--- src/rtl/johnson_ring_counter_param.sv ---
// Johnson / one-hot ring sequencer with load, self-correction and phase decode.
// One-cycle latency from inputs to q/wrap/err; phase is combinational from q and mode.
module johnson_ring_counter_param #(
  parameter int WIDTH = 5,
  parameter int PW    = $clog2(2*WIDTH)
) (
  input  logic             clk,
  input  logic             reset,
  input  logic             en,
  input  logic             dir,
  input  logic             mode,
  input  logic             load,
  input  logic [WIDTH-1:0] load_val,
  output logic [WIDTH-1:0] q,
  output logic [PW-1:0]    phase,
  output logic             wrap,
  output logic             err
);

  localparam logic [WIDTH-1:0] ONE = {{(WIDTH-1){1'b0}}, 1'b1};

  logic [WIDTH-1:0] q_q, q_d;
  logic             wrap_q, wrap_d;
  logic             err_q, err_d;
  logic [PW-1:0]    ones;
  logic [PW-1:0]    ring_idx;
  logic [PW-1:0]    last_phase;
  logic             cur_legal;
  logic             load_legal;

  // Johnson: at most one transition between neighbouring bits; ring: exactly one bit set.
  function automatic logic is_legal(input logic [WIDTH-1:0] v, input logic m);
    int changes;
    int pop;
    changes = 0;
    pop     = 0;
    for (int i = 0; i < WIDTH; i++) begin
      pop = pop + int'(v[i]);
      if (i < WIDTH-1) changes = changes + int'(v[i] ^ v[i+1]);
    end
    return m ? (pop == 1) : (changes <= 1);
  endfunction

  assign cur_legal  = is_legal(q_q, mode);
  assign load_legal = is_legal(load_val, mode);
  assign last_phase = mode ? PW'(WIDTH-1) : PW'(2*WIDTH-1);

  always_comb begin
    ones     = '0;
    ring_idx = '0;
    for (int i = 0; i < WIDTH; i++) begin
      ones = ones + PW'(q_q[i]);
      if (q_q[i]) ring_idx = PW'(i);
    end
  end

  // Low-anchored ones count up directly; high-anchored ones count down from 2*WIDTH.
  always_comb begin
    phase = '0;
    if (cur_legal) begin
      if (mode)
        phase = ring_idx;
      else if (q_q[0])
        phase = ones;
      else if (ones != '0)
        phase = PW'(2*WIDTH) - ones;
    end
  end

  always_comb begin
    q_d    = q_q;
    wrap_d = 1'b0;
    err_d  = 1'b0;
    if (load) begin
      if (load_legal) begin
        q_d = load_val;
      end else begin
        q_d   = ONE;
        err_d = 1'b1;
      end
    end else if (!cur_legal) begin
      q_d   = ONE;
      err_d = 1'b1;
    end else if (en) begin
      case ({mode, dir})
        2'b00:   q_d = {q_q[WIDTH-2:0], ~q_q[WIDTH-1]};
        2'b01:   q_d = {~q_q[0], q_q[WIDTH-1:1]};
        2'b10:   q_d = {q_q[WIDTH-2:0], q_q[WIDTH-1]};
        default: q_d = {q_q[0], q_q[WIDTH-1:1]};
      endcase
      wrap_d = dir ? (phase == '0) : (phase == last_phase);
    end
  end

  always_ff @(posedge clk or negedge reset) begin
    if (!reset) begin
      q_q    <= ONE;
      wrap_q <= 1'b0;
      err_q  <= 1'b0;
    end else begin
      q_q    <= q_d;
      wrap_q <= wrap_d;
      err_q  <= err_d;
    end
  end

  assign q    = q_q;
  assign wrap = wrap_q;
  assign err  = err_q;

endmodule

--- config.mk ---
export PLATFORM = sky130hd
export DESIGN_NAME = johnson_ring_counter_param
export DESIGN_NICKNAME = d
export VERILOG_FILES = /design/src/rtl/johnson_ring_counter_param.sv
export SDC_FILE = /design/constraint.sdc
export NUM_CORES = 1
export LEC_CHECK = 0
export ABC_CLOCK_PERIOD_IN_PS = 9300
export CAP_MARGIN = 20
export CELL_PAD_IN_SITES_DETAIL_PLACEMENT = 1
export CELL_PAD_IN_SITES_GLOBAL_PLACEMENT = 1
export CORE_ASPECT_RATIO = 1.2
export CORE_MARGIN = 2
export CORE_UTILIZATION = 39
export DETAILED_ROUTE_END_ITERATION = 10
export GPL_TIMING_DRIVEN = 1
export PLACE_DENSITY = 0.89
export SKIP_CTS_REPAIR_TIMING = 1
export SLEW_MARGIN = 0
export SYNTH_ARGS = -nofsm -noshare
export SYNTH_HDL_FRONTEND = slang
export SYNTH_SLANG_ARGS = --single-unit
--- constraint.sdc ---
create_clock -name clk -period 9.3 [get_ports clk]
set_input_delay 1.86 -clock clk [delete_from_list [all_inputs] [get_ports clk]]
set_output_delay 1.86 -clock clk [all_outputs]
set_load 0.01 [all_outputs]
-- Word level (Yosys, flattened, before mapping)
Index checks and enable logic that the tools add are counted.
W data, S select, Z words.
- add/subtract/negate cells: 19
- magnitude comparators: 2
- equality and inequality tests: 6
- muxes and demuxes: 23
- bitwise gates (word level): 10
- reductions and logical operators: 3
- operator list (operator ; count):
    $mux W4 ; 7
    $add A3 B1 Y4 ; 5
    $mux W5 ; 4
    $add A2 B1 Y3 ; 5
    $pmux W5 S3 ; 1
    $add A1 B1 Y2 ; 5
    $add A4 B1 Y5 ; 2
    $eq A5 B1 Y1 const B ; 2
    $mux W1 ; 10
    $le A4 B1 Y1 const B ; 2
    $xor A1 B1 Y1 ; 8
    $add A4 B1 Y4 ; 1
    $eq A4 B4 Y1 ; 1
    $logic_not A4 Y1 ; 1
    $reduce_bool A4 Y1 ; 1
    $sub A4 B4 Y4 const A ; 1
    $ne A3 B3 Y1 const B ; 1
    $eq A2 B1 Y1 const B ; 1
    $eq A2 B2 Y1 const B ; 1
    $logic_not A2 Y1 ; 1
    $mux W2 ; 1
    $not A1 Y1 ; 2
- register bits after elaboration: 7
- bits of input ports: 11
- output and inout port bits: 11
- word-level logic and storage cells: 66

-- Logic depth before layout (Yosys ltp)
- depth after elaboration: 14
- gate-level depth with buffers: 11
- mapped depth without buffers: 10

-- Worst setup path before layout
Ideal clock, no wire load.
- path kind: flip-flop to output port
- start: register q_q[0] (netlist: q[0])
- end: output phase[2]
- arrival time: 2.750 ns
- data required time: 7.440 ns
- path slack: 4.690 ns
- stages on the path, launching flop included: 9
- buffers on the path: 0
- cells stage by stage: dfstp_2 -> inv_1 -> fa_1 -> fa_1 -> ha_1 -> nor3b_1 -> xor2_1 -> nor2_1 -> nor3_1
- word-level cells in the longest chain between the ends: 9
- elaborated cells on any way between the ends: 21
- classes of those cells: 12 x add/sub; 1 x order compare; 1 x eq/ne; 5 x mux; 1 x bitwise; 1 x reduce/logical
- ends and longest elaborated chain (element ; RTL line ; text):
    start: declaration ; 22 ; logic [WIDTH-1:0] q_q, q_d;
    start signal: assignment ; 101 ; q_q <= q_d;
    $add A1 B1 Y2 ; 38, 52 ;
    $add A2 B1 Y3 ; 38, 52 ;
    $add A3 B1 Y4 ; 38, 52 ;
    $add A4 B1 Y4 ; 52 ; ones = ones + PW'(q_q[i]);
    $sub A4 B4 Y4 / $reduce_bool A4 Y1 (equally long branches) ; 66, 65 ;
    $mux W4 ; 65 ; else if (ones != '0)
    $mux W4 ; 63 ; else if (q_q[0])
    $mux W4 ; 61 ; if (mode)
    $mux W4 * ; 60 ; if (cur_legal) begin
    end: declaration ; 15 ; output logic [PW-1:0] phase,
Mark *: on every way between the ends. The rest lies on a longest branch, timed or not.

-- Final worst setup path
- start: input mode
- end: output phase[2]
- word-level cells in the longest chain between the ends: 2
- elaborated cells on any way between the ends: 3
- classes of those cells: 3 x mux
- ends and longest elaborated chain (element ; RTL line ; text):
    start: declaration ; 11 ; input logic mode,
    $mux W4 / $mux W1 (equally long branches) ; 61, 41 ;
    $mux W4 * ; 60 ;
Marks and branches as above.

==> results.txt <==
H-tree Lvls - 1
Gr ovfl total - 0
Max-capacitance violation count - 0
Reg2reg path depth - 8
CP startpoint kind - input pin
Element type at the critical path end - output pin
ANT cells - 0
Tcrit/Tclk final - 62.5%
Final Setup Violations - 0
Cell Area, Placed - 1140 µm²
Filler cells - 264
Maximum VDD drop - 0.211 mV
Syn. warnings - 0
Largest family of logic cells by synthesized area - adder cells
Mapped Area - 916 µm²
Max-slew violations - 0
Core Util, Final - 51.5%
Flops & latches, synth - 7
Vias per Instance - 5.53
Total number of vias - 851
Worst r2r src - q[0]
Routed wire length - 2.57 mm
Post-Synth Simple-Gate Area - 18.0%
Worst Hold Class - reg -> reg
Hold depth - 1
Core ar. - 2260 µm²
Synthesized area per cell - 8.89 µm²
Nets - 148
Share of post-route cells with drive strength above 1 - 5.69%
F_max - 0.172 GHz
CP Launch Point - mode
Worst-path maximum fanout - 13
CTS buffer count - 3
Slew headroom - 61.5%
DRT met1 WL - 1.01 mm
R2R setup slack - 5.85 ns
Global-route wire length before repair - 4.16 mm
Top FF cell, synth - dfrtp_1
Cell mode on critical path - clkdlybuf4s50_1
Slew @ Worst Pin - 0.577 ns
Hold Path End - q[2]
Worst path slowest cell - clkdlybuf4s50_1
CTS root buffer - clkbuf_4
Final Wtd Congestion - 0.810
Top cells by count, synth - 14 x inv_1, 8 x ha_1, 7 x nor2_1, 7 x xor2_1, 6 x dfrtp_1
Area Growth Syn to Fin - 27.0%
Pwr/cell area - 302 nW/µm²
Reg2reg end - q[1]
Xor and xnor fraction of the mapped netlist area - 7.65%
Met2 wire length - 1.39 mm
# clock sinks - 7
Cell leakage power - 0.518 nW
Skew final - 0.00872 ns
Met3 WL post-DR - 77 µm
Vias in the first global route - 903
Yosys cell types - 40
Starting density of the core - 40.6%
Largest area contributor in the netlist - dfrtp_1
Synth Area in Adders - 21.9%
# rows - 19
Final Hold Vio Count - 0
Compound-Gate Fraction of Synth Area - 21.2%
Critical path type - in -> out
CP max stage delay - 0.76 ns
Post-synthesis sequential area ratio - 19.3%
Run status - complete, no violations
EDFF count, synth - 0
Post-synthesis mux area share - 3.28%
Clk buf depth - 2
Reg clk slew, reported paths - 0.05 ns
Post-Route Setup TNS - 0 ns
Mapped Cells - 103
Async S/R FF share, synth - 100%
Gr usage total - 20.9%
Min Tclk post-route - 5.81 ns
Post-DP HPWL - 2.11 mm
RSZ-0062 raised after global routing - no
Hold_sp - q[2]
CP required - 7.44 ns
Cell Chain, Critical Path - clkdlybuf4s50_1 -> nor4b_4 -> nor2_2 -> nor3_1 -> clkdlybuf4s50_1
Die X - 48.2 µm
Residual DRC - 0
DRT Pass-1 Iters - 4
Most frequent cell after synthesis - inv_1
Synth area leaders - dfrtp_1 16%, fa_1 11%, ha_1 11%, xor2_1 6.7%, inv_1 5.7%
Pin count of the biggest net entering global routing - 14
CTS tree - done
Yosys top cell area share - 16.4%
Post-route ant nets - 0
Mean routed wirelength per cell - 16.7 µm
Clock latency on the worst-skew pair - 0.25 ns
Data arrival, critical path - 3.95 ns
Chip height - 57.1 µm
Final non-filler cell area - 1160 µm²
Top Metal Used - met4
Initial antenna violation count - 0
Syn_nets - 127
Port-buffer cells - 21
Io pins - 22
Die Footprint - 2750 µm²
Total power - 0.352 mW
DR iter-0 viols - 11
critical path, delay by kind of cell:
kind                   cells  cell delay (ns)
buffers and inverters      2             1.35
AND/OR/NAND/NOR            3             0.74
per-layer routing:
layer | up-vias | GRT usage, %
met1 | 416 | 24.5
met2 | 23 | 35.3
met4 | 0 | 8.11
li1 | 402 | -
met5 | - | 0
met3 | 10 | 4.43
power by group:
group / total, mW / switching, mW / internal, mW
logic: 0.266 / 0.142 / 0.123
registers: 0.0582 / 0.0165 / 0.0416
clock network: 0.0282 / 0.0118 / 0.0164
area by class of cell:
cell class | count | area [µm²] | area share (%)
Clock buffer | 4 | 26.3 | 2.26
Inverter | 14 | 52.6 | 4.52
Multi-Input combinational cell | 77 | 659 | 56.7
Sequential cell | 7 | 176 | 15.2
Tap cell | 31 | 38.8 | 3.33
Timing Repair Buffer | 21 | 210 | 18.1
logic make-up after synthesis:
kind of cell / after synthesis
AO/OA/AOI/OAI: 26
XOR/XNOR: 8
adder cells (fa/ha/maj): 13
buffers and inverters: 19
flip-flops: 7
multiplexers: 3
AND/OR/NAND/NOR: 27
per-stage QoR:
| step | setup WS (ns) | hold slack (ns) | instances |
|---|---|---|---|
| floorplan | 4.69 | 0.613 | 103 |
| global placement | 3.62 | 0.601 | 150 |
| detailed placement | 3.53 | 0.623 | 150 |
| CTS | 3.51 | 0.635 | 154 |
| global route | 3.40 | 0.662 | 154 |
| finish | 3.49 | 0.634 | 154 |
layout by cell type (no fill, tap or decap), types with 3 or more instances in the layout:
master and instances:
clkdlybuf4s50_1 21, inv_1 14, ha_1 8, xor2_1 7, nor2_1 7, dfrtp_1 6
a21oi_1 5, fa_1 5, o21ai_0 4, nor2b_1 3, nor3_1 3, nand2_1 3
mux2i_1 3, o32a_1 3, clkbuf_4 3
state kept, by name (all words and copies together) (netlist names):
register / flops
q: 5
err: 1
wrap: 1
how the worst max path moves through the flow:
| stage | slack, ns | to | depth (start not counted) |
|---|---|---|---|
| 3_3_place_gp | 3.62 | phase[2] | 5 |
| 6_report | 3.49 | phase[2] | 5 |
| 4_1_cts | 3.51 | phase[2] | 5 |
| 3_5_place_dp | 3.53 | phase[2] | 5 |
| 2_1_floorplan | 4.69 | phase[2] | 8 |
| 5_1_grt | 3.40 | phase[2] | 5 |
Note: power is estimated with default switching activity, not from simulation.
